--- config.mk ---
export PLATFORM = sky130hd
export DESIGN_NAME = button_conditioner_flat
export DESIGN_NICKNAME = d
export VERILOG_FILES = /design/src/rtl/button_conditioner_if.sv /design/src/rtl/button_conditioner.sv /design/src/flat_wrapper.sv
export SDC_FILE = /design/constraint.sdc
export NUM_CORES = 1
export LEC_CHECK = 0
export ABC_AREA = 0
export CORE_ASPECT_RATIO = 2
export CORE_MARGIN = 10
export CORE_UTILIZATION = 62
export CTS_CLUSTER_SIZE = 12
export DETAILED_ROUTE_END_ITERATION = 8
export GPL_TIMING_DRIVEN = 1
export PLACE_DENSITY = 0.84
export SETUP_SLACK_MARGIN = 0.02
export SLEW_MARGIN = 20
export SYNTH_ARGS = -nofsm -noshare
export SYNTH_HDL_FRONTEND = slang
export SYNTH_SLANG_ARGS = --single-unit
--- constraint.sdc ---
create_clock -name pixel_clk -period 4.3 [get_ports pixel_clk]
set_input_delay 1.29 -clock pixel_clk [delete_from_list [all_inputs] [get_ports pixel_clk]]
set_output_delay 1.29 -clock pixel_clk [all_outputs]
set_load 0.1 [all_outputs]
--- src/rtl/button_conditioner_if.sv ---
// Raw push-button inputs and conditioned level/strobe outputs of button_conditioner.
interface button_conditioner_if #(
    parameter int unsigned N_BTN = 5
);
    logic [N_BTN-1:0] btn_raw;
    logic [N_BTN-1:0] btn_level;
    logic [N_BTN-1:0] btn_press;
    logic [N_BTN-1:0] btn_release;

    modport master (output btn_raw, input btn_level, btn_press, btn_release);
    modport slave  (input btn_raw, output btn_level, btn_press, btn_release);
endinterface

--- src/rtl/button_conditioner.sv ---
// Synchronises, debounces and edge-detects the board push-buttons in the pixel_clk domain.
// Optional auto-repeat of held buttons is enabled by defining BTN_AUTOREPEAT_EN.
module button_conditioner #(
    parameter int unsigned      N_BTN           = 5,
    parameter int unsigned      DEBOUNCE_CYCLES = 252000,
    parameter int unsigned      REPEAT_DELAY    = 12600000,
    parameter int unsigned      REPEAT_PERIOD   = 2520000,
    parameter logic [N_BTN-1:0] REPEAT_MASK     = N_BTN'(5'b11110)
) (
    input logic                 pixel_clk,
    input logic                 rst_n,
    button_conditioner_if.slave btn
);

    localparam int unsigned      CntW   = $clog2(DEBOUNCE_CYCLES + 1);
    localparam logic [CntW-1:0] CntMax = CntW'(DEBOUNCE_CYCLES - 1);

    typedef enum logic {StReleased, StPressed} btn_state_e;

    if (DEBOUNCE_CYCLES < 1) begin : g_bad_debounce
        $error("DEBOUNCE_CYCLES must be at least 1");
    end
    if (REPEAT_MASK != '0 && (REPEAT_PERIOD < 1 || REPEAT_PERIOD > REPEAT_DELAY))
    begin : g_bad_repeat
        $error("REPEAT_PERIOD must lie in 1..REPEAT_DELAY");
    end

    logic [N_BTN-1:0] sync1_q, sync2_q;
    logic [N_BTN-1:0] press_q, press_d;
    logic [N_BTN-1:0] release_q, release_d;
    logic [N_BTN-1:0] level;

    for (genvar i = 0; i < N_BTN; i++) begin : g_btn
        logic [CntW-1:0] cnt_q, cnt_d;
        btn_state_e      state_q, state_d;
        logic            toggle, rise, fall, rpt;

        always_comb begin
            cnt_d  = cnt_q;
            toggle = 1'b0;
            if (sync2_q[i] == (state_q == StPressed)) begin
                cnt_d = '0;
            end else if (cnt_q == CntMax) begin
                cnt_d  = '0;
                toggle = 1'b1;
            end else begin
                cnt_d = cnt_q + 1'b1;
            end
        end

        always_comb begin
            state_d = state_q;
            rise    = 1'b0;
            fall    = 1'b0;
            unique case (state_q)
                StReleased: if (toggle) begin
                    state_d = StPressed;
                    rise    = 1'b1;
                end
                StPressed: if (toggle) begin
                    state_d = StReleased;
                    fall    = 1'b1;
                end
            endcase
        end

        always_ff @(posedge pixel_clk) begin
            if (!rst_n) begin
                cnt_q   <= '0;
                state_q <= StReleased;
            end else begin
                cnt_q   <= cnt_d;
                state_q <= state_d;
            end
        end

`ifdef BTN_AUTOREPEAT_EN
        if (REPEAT_MASK[i]) begin : g_rpt
            logic [31:0] hold_q, hold_d;

            // After each repeat the counter is rewound so the next one lands REPEAT_PERIOD later.
            always_comb begin
                hold_d = hold_q;
                rpt    = 1'b0;
                if (state_q == StReleased || toggle) begin
                    hold_d = '0;
                end else if (hold_q == 32'(REPEAT_DELAY - 1)) begin
                    rpt    = 1'b1;
                    hold_d = 32'(REPEAT_DELAY - REPEAT_PERIOD);
                end else begin
                    hold_d = hold_q + 32'd1;
                end
            end

            always_ff @(posedge pixel_clk) begin
                if (!rst_n) begin
                    hold_q <= '0;
                end else begin
                    hold_q <= hold_d;
                end
            end
        end else begin : g_no_rpt
            assign rpt = 1'b0;
        end
`else
        assign rpt = 1'b0;
`endif

        assign level[i]     = (state_q == StPressed);
        assign press_d[i]   = rise | rpt;
        assign release_d[i] = fall;
    end

    always_ff @(posedge pixel_clk) begin
        if (!rst_n) begin
            sync1_q   <= '0;
            sync2_q   <= '0;
            press_q   <= '0;
            release_q <= '0;
        end else begin
            sync1_q   <= btn.btn_raw;
            sync2_q   <= sync1_q;
            press_q   <= press_d;
            release_q <= release_d;
        end
    end

    assign btn.btn_level   = level;
    assign btn.btn_press   = press_q;
    assign btn.btn_release = release_q;

endmodule

--- src/flat_wrapper.sv ---
// flat-port wrapper written by rule: the top's interface ports become plain ports
module button_conditioner_flat 
#(
    parameter int unsigned      N_BTN           = 5,
    parameter int unsigned      DEBOUNCE_CYCLES = 252000,
    parameter int unsigned      REPEAT_DELAY    = 12600000,
    parameter int unsigned      REPEAT_PERIOD   = 2520000,
    parameter logic [N_BTN-1:0] REPEAT_MASK     = N_BTN'(5'b11110)
)
  (pixel_clk, rst_n, btn_btn_raw, btn_btn_level, btn_btn_press, btn_btn_release);
  button_conditioner_if #(.N_BTN(N_BTN)) btn_i ();
  input logic pixel_clk;
  input logic rst_n;
  input wire logic [$bits(btn_i.btn_raw)-1:0] btn_btn_raw;
  output wire logic [$bits(btn_i.btn_level)-1:0] btn_btn_level;
  output wire logic [$bits(btn_i.btn_press)-1:0] btn_btn_press;
  output wire logic [$bits(btn_i.btn_release)-1:0] btn_btn_release;
  assign btn_i.btn_raw = btn_btn_raw;
  assign btn_btn_level = btn_i.btn_level;
  assign btn_btn_press = btn_i.btn_press;
  assign btn_btn_release = btn_i.btn_release;
  button_conditioner #(.N_BTN(N_BTN), .DEBOUNCE_CYCLES(DEBOUNCE_CYCLES), .REPEAT_DELAY(REPEAT_DELAY), .REPEAT_PERIOD(REPEAT_PERIOD), .REPEAT_MASK(REPEAT_MASK)) u_core (.pixel_clk(pixel_clk), .rst_n(rst_n), .btn(btn_i));
endmodule
* Yosys cells after proc, flatten, opt, wreduce, memory -nomap -nowiden
Cells that the tools add are included.
** Storage, ports and cells
- Register bits after elaboration :: 115
- Input bits :: 7
- Output and inout bits :: 15
- Logic and storage cells :: 83
** Operators by class
- Add/sub/neg operators :: 5
- Eq/ne operators :: 10
- Muxes and demuxes :: 25
- Bitwise gates (word level) :: 6
- Reduce and logical (&&, ||, !) cells :: 15
** Operator list (number)
- adder 18 x 1 -> 18 bit, second input constant :: 5
- equality test 18 bit, second input constant :: 5
- two-way mux 1 bit :: 20
- OR reduction 3 bit :: 5
- one-hot mux 1 bit (2 select lines) :: 5
- AND reduction 2 bit :: 5
- OR reduction 2 bit :: 5
- inverter 1 bit :: 6
- equality test 1 bit :: 5

* Depth between registers and ports, before layout
Gate-level depths: netlist (run 1).
- Word-level depth :: 5
- Mapped depth :: 6
- Gate-level depth less buffers :: 5

* Worst setup path before layout (run 1)
OpenSTA, ideal clock, no wires.
- Path type :: input -> register
- Start point :: input port rst_n
- End point :: register u_core.g_btn[2].cnt_q[10]
- Library setup time :: 65 ps
- Arrival time :: 2306 ps
- Required time :: 4235 ps
- Path slack :: 1929 ps
- Stages on the path :: 5
- Path buffers :: 2
- Cell sequence :: clkbuf_1 > o21ai_0 > o21bai_1 > clkbuf_1 > nor2_1
** Between the ends
- Cells in the longest elaborated chain, start to end :: 2
** RTL lines
- start: declaration :: RTL line flat_wrapper.sv:13 : input logic rst_n;
- inverter 1 bit (no source line)
- OR reduction 3 bit (no source line)
- end signal: assignment :: RTL line button_conditioner.sv:72 : cnt_q <= cnt_d;
- end: declaration :: RTL line button_conditioner.sv:34 : logic [CntW-1:0] cnt_q, cnt_d;
No other way between the ends.
A chain may end at the register's enable or synchronous reset.

==> flow_metrics.env, run 1 <==
export IMPL_cp_max_fo=5
export IMPL_hold_class="reg2reg"
export IMPL_num_rows=46
export IMPL_syn_to_final_growth_pct=16.9
export IMPL_synth_top_flop_cell="dfxtp_1"
export IMPL_antenna_found_initial=0
export IMPL_layout_setup_ws_ps=1030
export IMPL_coreArea_sq_um=7890
export IMPL_gp_congestion=0.866
export IMPL_synthMostInstantiatedCell="dfxtp_1"
export IMPL_synthArstFlopShare_pct=0
export IMPL_grt_max_degree=27
export IMPL_rsz0062_at_grt="false"
export IMPL_period_needed_ps=3270
export IMPL_cts_resized_gates=0
export IMPL_finClkSkew_ps=5.69
export IMPL_slowest_delay_ps=1170
export IMPL_grt_pass1_wl_um=18100
export IMPL_fin_tns_setup_ps=0
export IMPL_multi_input_area_sq_um=2480
export IMPL_clk_latency_ps=410
export IMPL_outcome="finished clean"
export IMPL_synthCells=554
export IMPL_ys_top_cells_by_count="115 x dfxtp_1, 98 x nor2_1, 66 x xnor2_1, 31 x nand4_1, 28 x nor4_1"
export IMPL_dp_hpwl_um=7020
export IMPL_worst_path_buf_inv=1
export IMPL_drc=0
export IMPL_synth_edf_count=0
export IMPL_wire_per_inst_um=15.1
export IMPL_synth_seq_cells=115
export IMPL_root_buffer="clkbuf_16"
export IMPL_nNetsFinal=589
export IMPL_pre_cts_slack_ps=1380
export IMPL_syn_num_nets=566
export IMPL_drv_cap=0
export IMPL_drv_slew=0
export IMPL_synth_avg_cell_area_sq_um=8.95
export IMPL_dpl_cell_area_sq_um=5190
export IMPL_leakagePower_nw=1.75
export IMPL_ys_types=44
export IMPL_die_area_sq_um=12200
export IMPL_die_h_um=147
export IMPL_io_pins=22
export IMPL_synthesis_area_sq_um=4960
export IMPL_antenna_cells=0
export IMPL_maxSlewHeadroom_pct=32.1
export IMPL_die_width_um=83.3
export IMPL_cp_cell_sequence="clkdlybuf4s50_1"
export IMPL_powerDensity_nw_per_um2=437
export IMPL_crit_family="buffers and inverters"
export IMPL_setup_worst_path_end_class="output pin"
export IMPL_fin_area_sq_um=5800
export IMPL_cts_buffers=17
export IMPL_drive_above_1_share_pct=8.14
export IMPL_synth_warnings=0
export IMPL_critical_path_slowest_cell="clkdlybuf4s50_1"
export IMPL_arrival_ps=1980
export IMPL_avgViaCountPerCell=5.87
export IMPL_cts_htree_levels=4
export IMPL_grt_pass1_vias=4084
export IMPL_start_kind="flop"
export IMPL_yosysSeqAreaShare_pct=46.4
export IMPL_ir_worst_vdd_v=0.000355
export IMPL_clock_fmax_ghz=0.306
export IMPL_cts_buffer_depth=2
export IMPL_final_fill_count=563
export IMPL_p_total_mw=2.54
export IMPL_portBuffers=21
export IMPL_yosysTopAreaCellShare_pct=46.4
export IMPL_cts_tree="done"
export IMPL_crit_type="reg2out"
export IMPL_seq_area_sq_um=2300
export IMPL_grt_ovfl_total=0
export IMPL_grt_usage_pct=17.5
export IMPL_worstPathRequired_ps=3010
export IMPL_timing_hold_ws_ps=435
export IMPL_finalHoldViolations=0
export IMPL_tightest_slew_ps=1020
export IMPL_setup_viol=0
export IMPL_drtIter0Drc=303
export IMPL_yosys_top_cells_area="dfxtp_1 46%, xnor2_1 12%, nor2_1 7.4%"
export IMPL_postCtsSetupBuffers=0
export IMPL_fin_crit_sh_pct=76.0
export IMPL_antenna_left=0
export IMPL_wirelength_um=10400
export IMPL_path_clk_slew_ps=50
export IMPL_initial_core_util_pct=62.9
export IMPL_numClockSinks=115
export IMPL_postCtsHoldBufs=0
export IMPL_num_vias=4030
export IMPL_drt_pass1_iterations=8
export IMPL_yosysTopAreaCell="dfxtp_1"
-- routing by layer --
layer / up-vias / part of all wire, % / track usage, %
met5: - / 0 / 0
met4: 0 / 2.6 / 8.22
met3: 22 / 4.3 / 6.46
met2: 114 / 56 / 32.2
met1: 1936 / 37 / 16.6
li1: 1958 / - / -
-- area by class of cell --
| type | count | area share, % |
|---|---|---|
| tap | 96 | 2.07 |
| sequential | 115 | 39.7 |
| inverter | 22 | 1.42 |
| multi-input combinational | 399 | 42.7 |
| clock inverter | 11 | 2.76 |
| clock buffer | 21 | 7.59 |
| timing repair buffer | 22 | 3.75 |
-- state kept, by name, summed over array words and instances (netlist names), named ones only --
signal / count
u_core.g_btn.cnt_q: 90
u_core.sync2_q: 5
u_core.btn.btn_release: 5
u_core.sync1_q: 5
u_core.btn.btn_press: 5
-- path summary, 6_finish.rpt --
check,to,cells past startpoint,slack (ps),startpoint
setup reg to reg,u_core.g_btn[1].cnt_q[9],5,1960,u_core.g_btn[1].cnt_q[0]
hold / removal,u_core.sync2_q[0],1,440,u_core.sync1_q[0]
setup / recovery,btn_btn_level[3],1,1030,flop
hold reg to reg,u_core.sync2_q[0],1,440,u_core.sync1_q[0]
-- through the flow --
| step | utilization (%) | instances |
|---|---|---|
| detailed placement | 65.9 | 654 |
| finish | 73.6 | 686 |
| global route | 73.6 | 686 |
| global placement | 65.9 | 654 |
| CTS | 73.5 | 686 |
| floorplan | - | 554 |
-- where the power goes --
part | switching, mW | total (mW) | internal (mW)
registers | 0.00407 | 1.08 | 1.07
logic | 0.0151 | 0.0263 | 0.0112
clock network | 0.472 | 1.43 | 0.962
total | 0.491 | 2.54 | 2.05
-- cells by family after synthesis --
kind of cell | synth area share [%]
AND/OR/NAND/NOR | 31.0
flip-flops | 46.4
XOR/XNOR | 13.4
buffers and inverters | 3.78
AO/OA/AOI/OAI | 3.30
adder cells (fa/ha/maj) | 1.26
multiplexers | 0.807
-- layout by cell type, fill, tap and decap left out, drive strengths merged, types with 2 or more instances in the layout --
| cell type | Yosys | final |
|---|---|---|
| xor2 | 10 | 10 |
| o211ai | 2 | 2 |
| clkinvlp | 0 | 2 |
| or2 | 2 | 2 |
| dfxtp | 115 | 115 |
| or4 | 3 | 3 |
| nor2b | 8 | 8 |
| nor4b | 3 | 3 |
| nor2 | 108 | 108 |
| clkdlybuf4s50 | 0 | 21 |
| nor4bb | 2 | 2 |
| nand3 | 28 | 28 |
| nand4 | 32 | 32 |
| or4b | 3 | 3 |
| xnor2 | 66 | 66 |
| and4b | 3 | 3 |
| nor3 | 17 | 17 |
| clkbuf | 10 | 21 |
| mux2i | 4 | 4 |
| and2 | 12 | 12 |
| o41ai | 2 | 2 |
| a21oi | 4 | 4 |
| o21bai | 2 | 2 |
| nand2 | 26 | 26 |
| ha | 5 | 5 |
| and4 | 2 | 2 |
| and3 | 9 | 9 |
| inv | 22 | 22 |
| bufinv | 0 | 4 |
| o21ai | 5 | 5 |
| or3 | 6 | 6 |
| clkinv | 0 | 5 |
| nor4 | 28 | 28 |
Note: power is estimated with default switching activity, not from simulation.
==> run 2, diff against run 1 <==
--- a/config.mk
+++ b/config.mk
@@ -8,11 +8,11 @@
 export ABC_AREA = 0
 export CORE_ASPECT_RATIO = 2
 export CORE_MARGIN = 10
-export CORE_UTILIZATION = 62
+export CORE_UTILIZATION = 60
 export CTS_CLUSTER_SIZE = 12
 export DETAILED_ROUTE_END_ITERATION = 8
 export GPL_TIMING_DRIVEN = 1
-export PLACE_DENSITY = 0.84
+export PLACE_DENSITY = 0.82
 export SETUP_SLACK_MARGIN = 0.02
 export SLEW_MARGIN = 20
 export SYNTH_ARGS = -nofsm -noshare
==> constraint.sdc (replaced) <==
create_clock -name pixel_clk -period 3.2 [get_ports pixel_clk]
set_input_delay 0.96 -clock pixel_clk [delete_from_list [all_inputs] [get_ports pixel_clk]]
set_output_delay 0.96 -clock pixel_clk [all_outputs]
set_load 0.1 [all_outputs]
==> run 2 against run 1 <==
Count of clock-buffer cells in the layout is 2 higher. Sequential share of layout area decreased by 0.15 points. Total power rose by 40%. Via count down 2.0%. Global-route usage down 0.65 points. Final cell count rose by 0.15%. Wire length fell by 2.3%. Critical path depth grew 4. Die area is 2.7% higher. Critical path type is now reg2reg.
==> flow_metrics.env, run 2 (synthesis gave the netlist of run 1 again) <==
export IMPL_antenna_found_initial=0
export IMPL_hold_class="reg2reg"
export IMPL_grt_pass1_wl_um=17600
export IMPL_critical_path_slowest_cell="o221ai_2"
export IMPL_dp_hpwl_um=6640
export IMPL_finClkSkew_ps=8.30
export IMPL_cts_buffer_depth=2
export IMPL_pwr_share_seq_pct=40.8
export IMPL_largest_reg_flops=90
export IMPL_crit_family="simple AND/OR/NAND/NOR gates"
export IMPL_final_common_cell="dfxtp_1"
export IMPL_drtIter0Drc=200
export IMPL_antenna_left=0
export IMPL_dpl_cell_area_sq_um=5160
export IMPL_root_buffer="clkbuf_16"
export IMPL_coreArea_sq_um=8000
export IMPL_ir_worst_vdd_v=0.000476
export IMPL_rsz0062_at_grt="false"
export IMPL_setup_viol=0
export IMPL_period_needed_ps=2320
export IMPL_path_clk_slew_ps=50
export IMPL_die_width_um=84.3
export IMPL_drive_above_1_share_pct=11.0
export IMPL_tightest_slew_ps=831
export IMPL_num_rows=46
export IMPL_clk_latency_ps=410
export IMPL_outcome="finished clean"
export IMPL_clkPwrFrac_pct=58.2
export IMPL_layout_common_cells="115 x dfxtp_1, 98 x nor2_1, 66 x xnor2_1, 31 x nand4_1, 28 x nor4_1"
export IMPL_drt_pass1_iterations=5
export IMPL_grt_ovfl_total=0
export IMPL_antenna_cells=0
export IMPL_gp_congestion=0.864
export IMPL_cts_htree_levels=4
export IMPL_fin_area_sq_um=5820
export IMPL_numClockSinks=115
export IMPL_worstHoldStart="u_core.sync1_q[3]"
export IMPL_clock_fmax_ghz=0.431
export IMPL_initial_core_util_pct=62.0
export IMPL_largest_register="u_core.g_btn.cnt_q"
export IMPL_r2r_slack_ps=880
export IMPL_cts_resized_gates=0
export IMPL_avgViaCountPerCell=5.75
export IMPL_fin_tns_setup_ps=0
export IMPL_leakagePower_nw=1.81
export IMPL_postCtsSetupBuffers=0
export IMPL_worstPathRequired_ps=3450
export IMPL_wirelength_um=10100
export IMPL_setup_worst_path_end_class="flop"
export IMPL_fin_crit_sh_pct=72.5
export IMPL_start_kind="flop"
export IMPL_die_area_sq_um=12500
export IMPL_die_h_um=149
export IMPL_drv_slew=0
export IMPL_cp_endpoint="u_core.g_btn[1].cnt_q[6]"
export IMPL_finalHoldViolations=0
export IMPL_maxSlewHeadroom_pct=44.6
export IMPL_drv_cap=0
export IMPL_swShare_pct=18.2
export IMPL_wire_per_inst_um=14.8
export IMPL_cts_buffers=17
export IMPL_cp_max_fo=18
export IMPL_postCtsHoldBufs=0
export IMPL_power_frac_comb_pct=1.0
export IMPL_cp_cell_sequence="ha_1, nand3_1, or3_1, o221ai_2, nor2_1"
export IMPL_crit_type="reg2reg"
export IMPL_grt_max_degree=33
export IMPL_powerDensity_nw_per_um2=608
export IMPL_p_sw_mw=0.645
export IMPL_cp_startpoint="u_core.g_btn[1].cnt_q[0]"
export IMPL_final_fill_count=578
export IMPL_grt_pass1_vias=3995
export IMPL_arrival_ps=2570
export IMPL_worst_path_buf_inv=0
export IMPL_portBuffers=21
export IMPL_p_total_mw=3.54
export IMPL_nNetsFinal=590
export IMPL_internal_power_mw=2.90
export IMPL_r2r_start="u_core.g_btn[1].cnt_q[0]"
export IMPL_r2r_end="u_core.g_btn[1].cnt_q[6]"
export IMPL_cp_num_cells=5
export IMPL_io_pins=22
export IMPL_slowest_delay_ps=680
export IMPL_syn_to_final_growth_pct=17.4
export IMPL_drc=0
export IMPL_grt_usage_pct=16.9
export IMPL_num_vias=3948
export IMPL_r2r_cells=5
export IMPL_cts_tree="done"
-- run 2: changes by cell type in the layout (fill, tap and decap cells not counted) --
cell / previous run / this run
clkinv_2: 5 / 2
clkbuf_8: 0 / 3
clkbuf_1: 4 / 3
bufinv_16: 4 / 5
buf_4: 1 / 17
clkdlybuf4s50_1: 21 / 6
-- run 2: power groups by stage --
stage	clock (mW)	combinational (mW)	sequential, mW
after floorplan	0	0.0244	1.47
after global placement	0	0.0337	1.48
after detailed placement	0	0.0346	1.48
after CTS	2.09	0.0345	1.45
after global routing	2.16	0.0385	1.45
final	2.06	0.0342	1.45
-- run 2: metrics by stage --
step	setup WS [ps]	util, %	cells	hold WS (ps)
final	879	72.8	687	432
after global routing	689	72.8	687	458
after CTS	896	72.7	687	439
after detailed placement	736	64.5	655	425
after global placement	799	64.5	655	419
after floorplan	1160	-	554	412
-- run 2: final cells by class --
type                       instances  area [sq um]  share of cell area [%]
clock buffer                      23           478                    8.21
tap                               96           120                    2.06
multi-input combinational        399          2480                    42.6
sequential                       115          2300                    39.5
timing repair buffer              23           188                    3.22
clock inverter                     9           175                    3.01
inverter                          22          82.6                    1.42
-- run 2: worst min path at each step --
stage,end,slack [ps],cells after the start
floorplan,u_core.sync2_q[0],410,1
global placement,u_core.sync2_q[3],420,1
detailed placement,u_core.sync2_q[3],420,1
CTS,u_core.sync2_q[3],440,1
global route,u_core.sync2_q[4],460,1
finish,u_core.sync2_q[3],430,1
-- run 2: per-layer routing --
metal  track usage [%]  part of all wire [%]  vias to the layer above
met5                 0                     0                        -
met4              9.60                   1.5                        0
met3              5.63                   4.2                       16
met2              29.3                    54                      104
met1              17.2                    40                     1872
li1                  -                     -                     1956
-- run 2: worst register-to-register path, delay by kind of cell, from the launching register on --
family	cells	cell delay, ps
adder cells (fa/ha/maj)	1	200
AO/OA/AOI/OAI	1	680
flip-flops	1	370
AND/OR/NAND/NOR	3	910
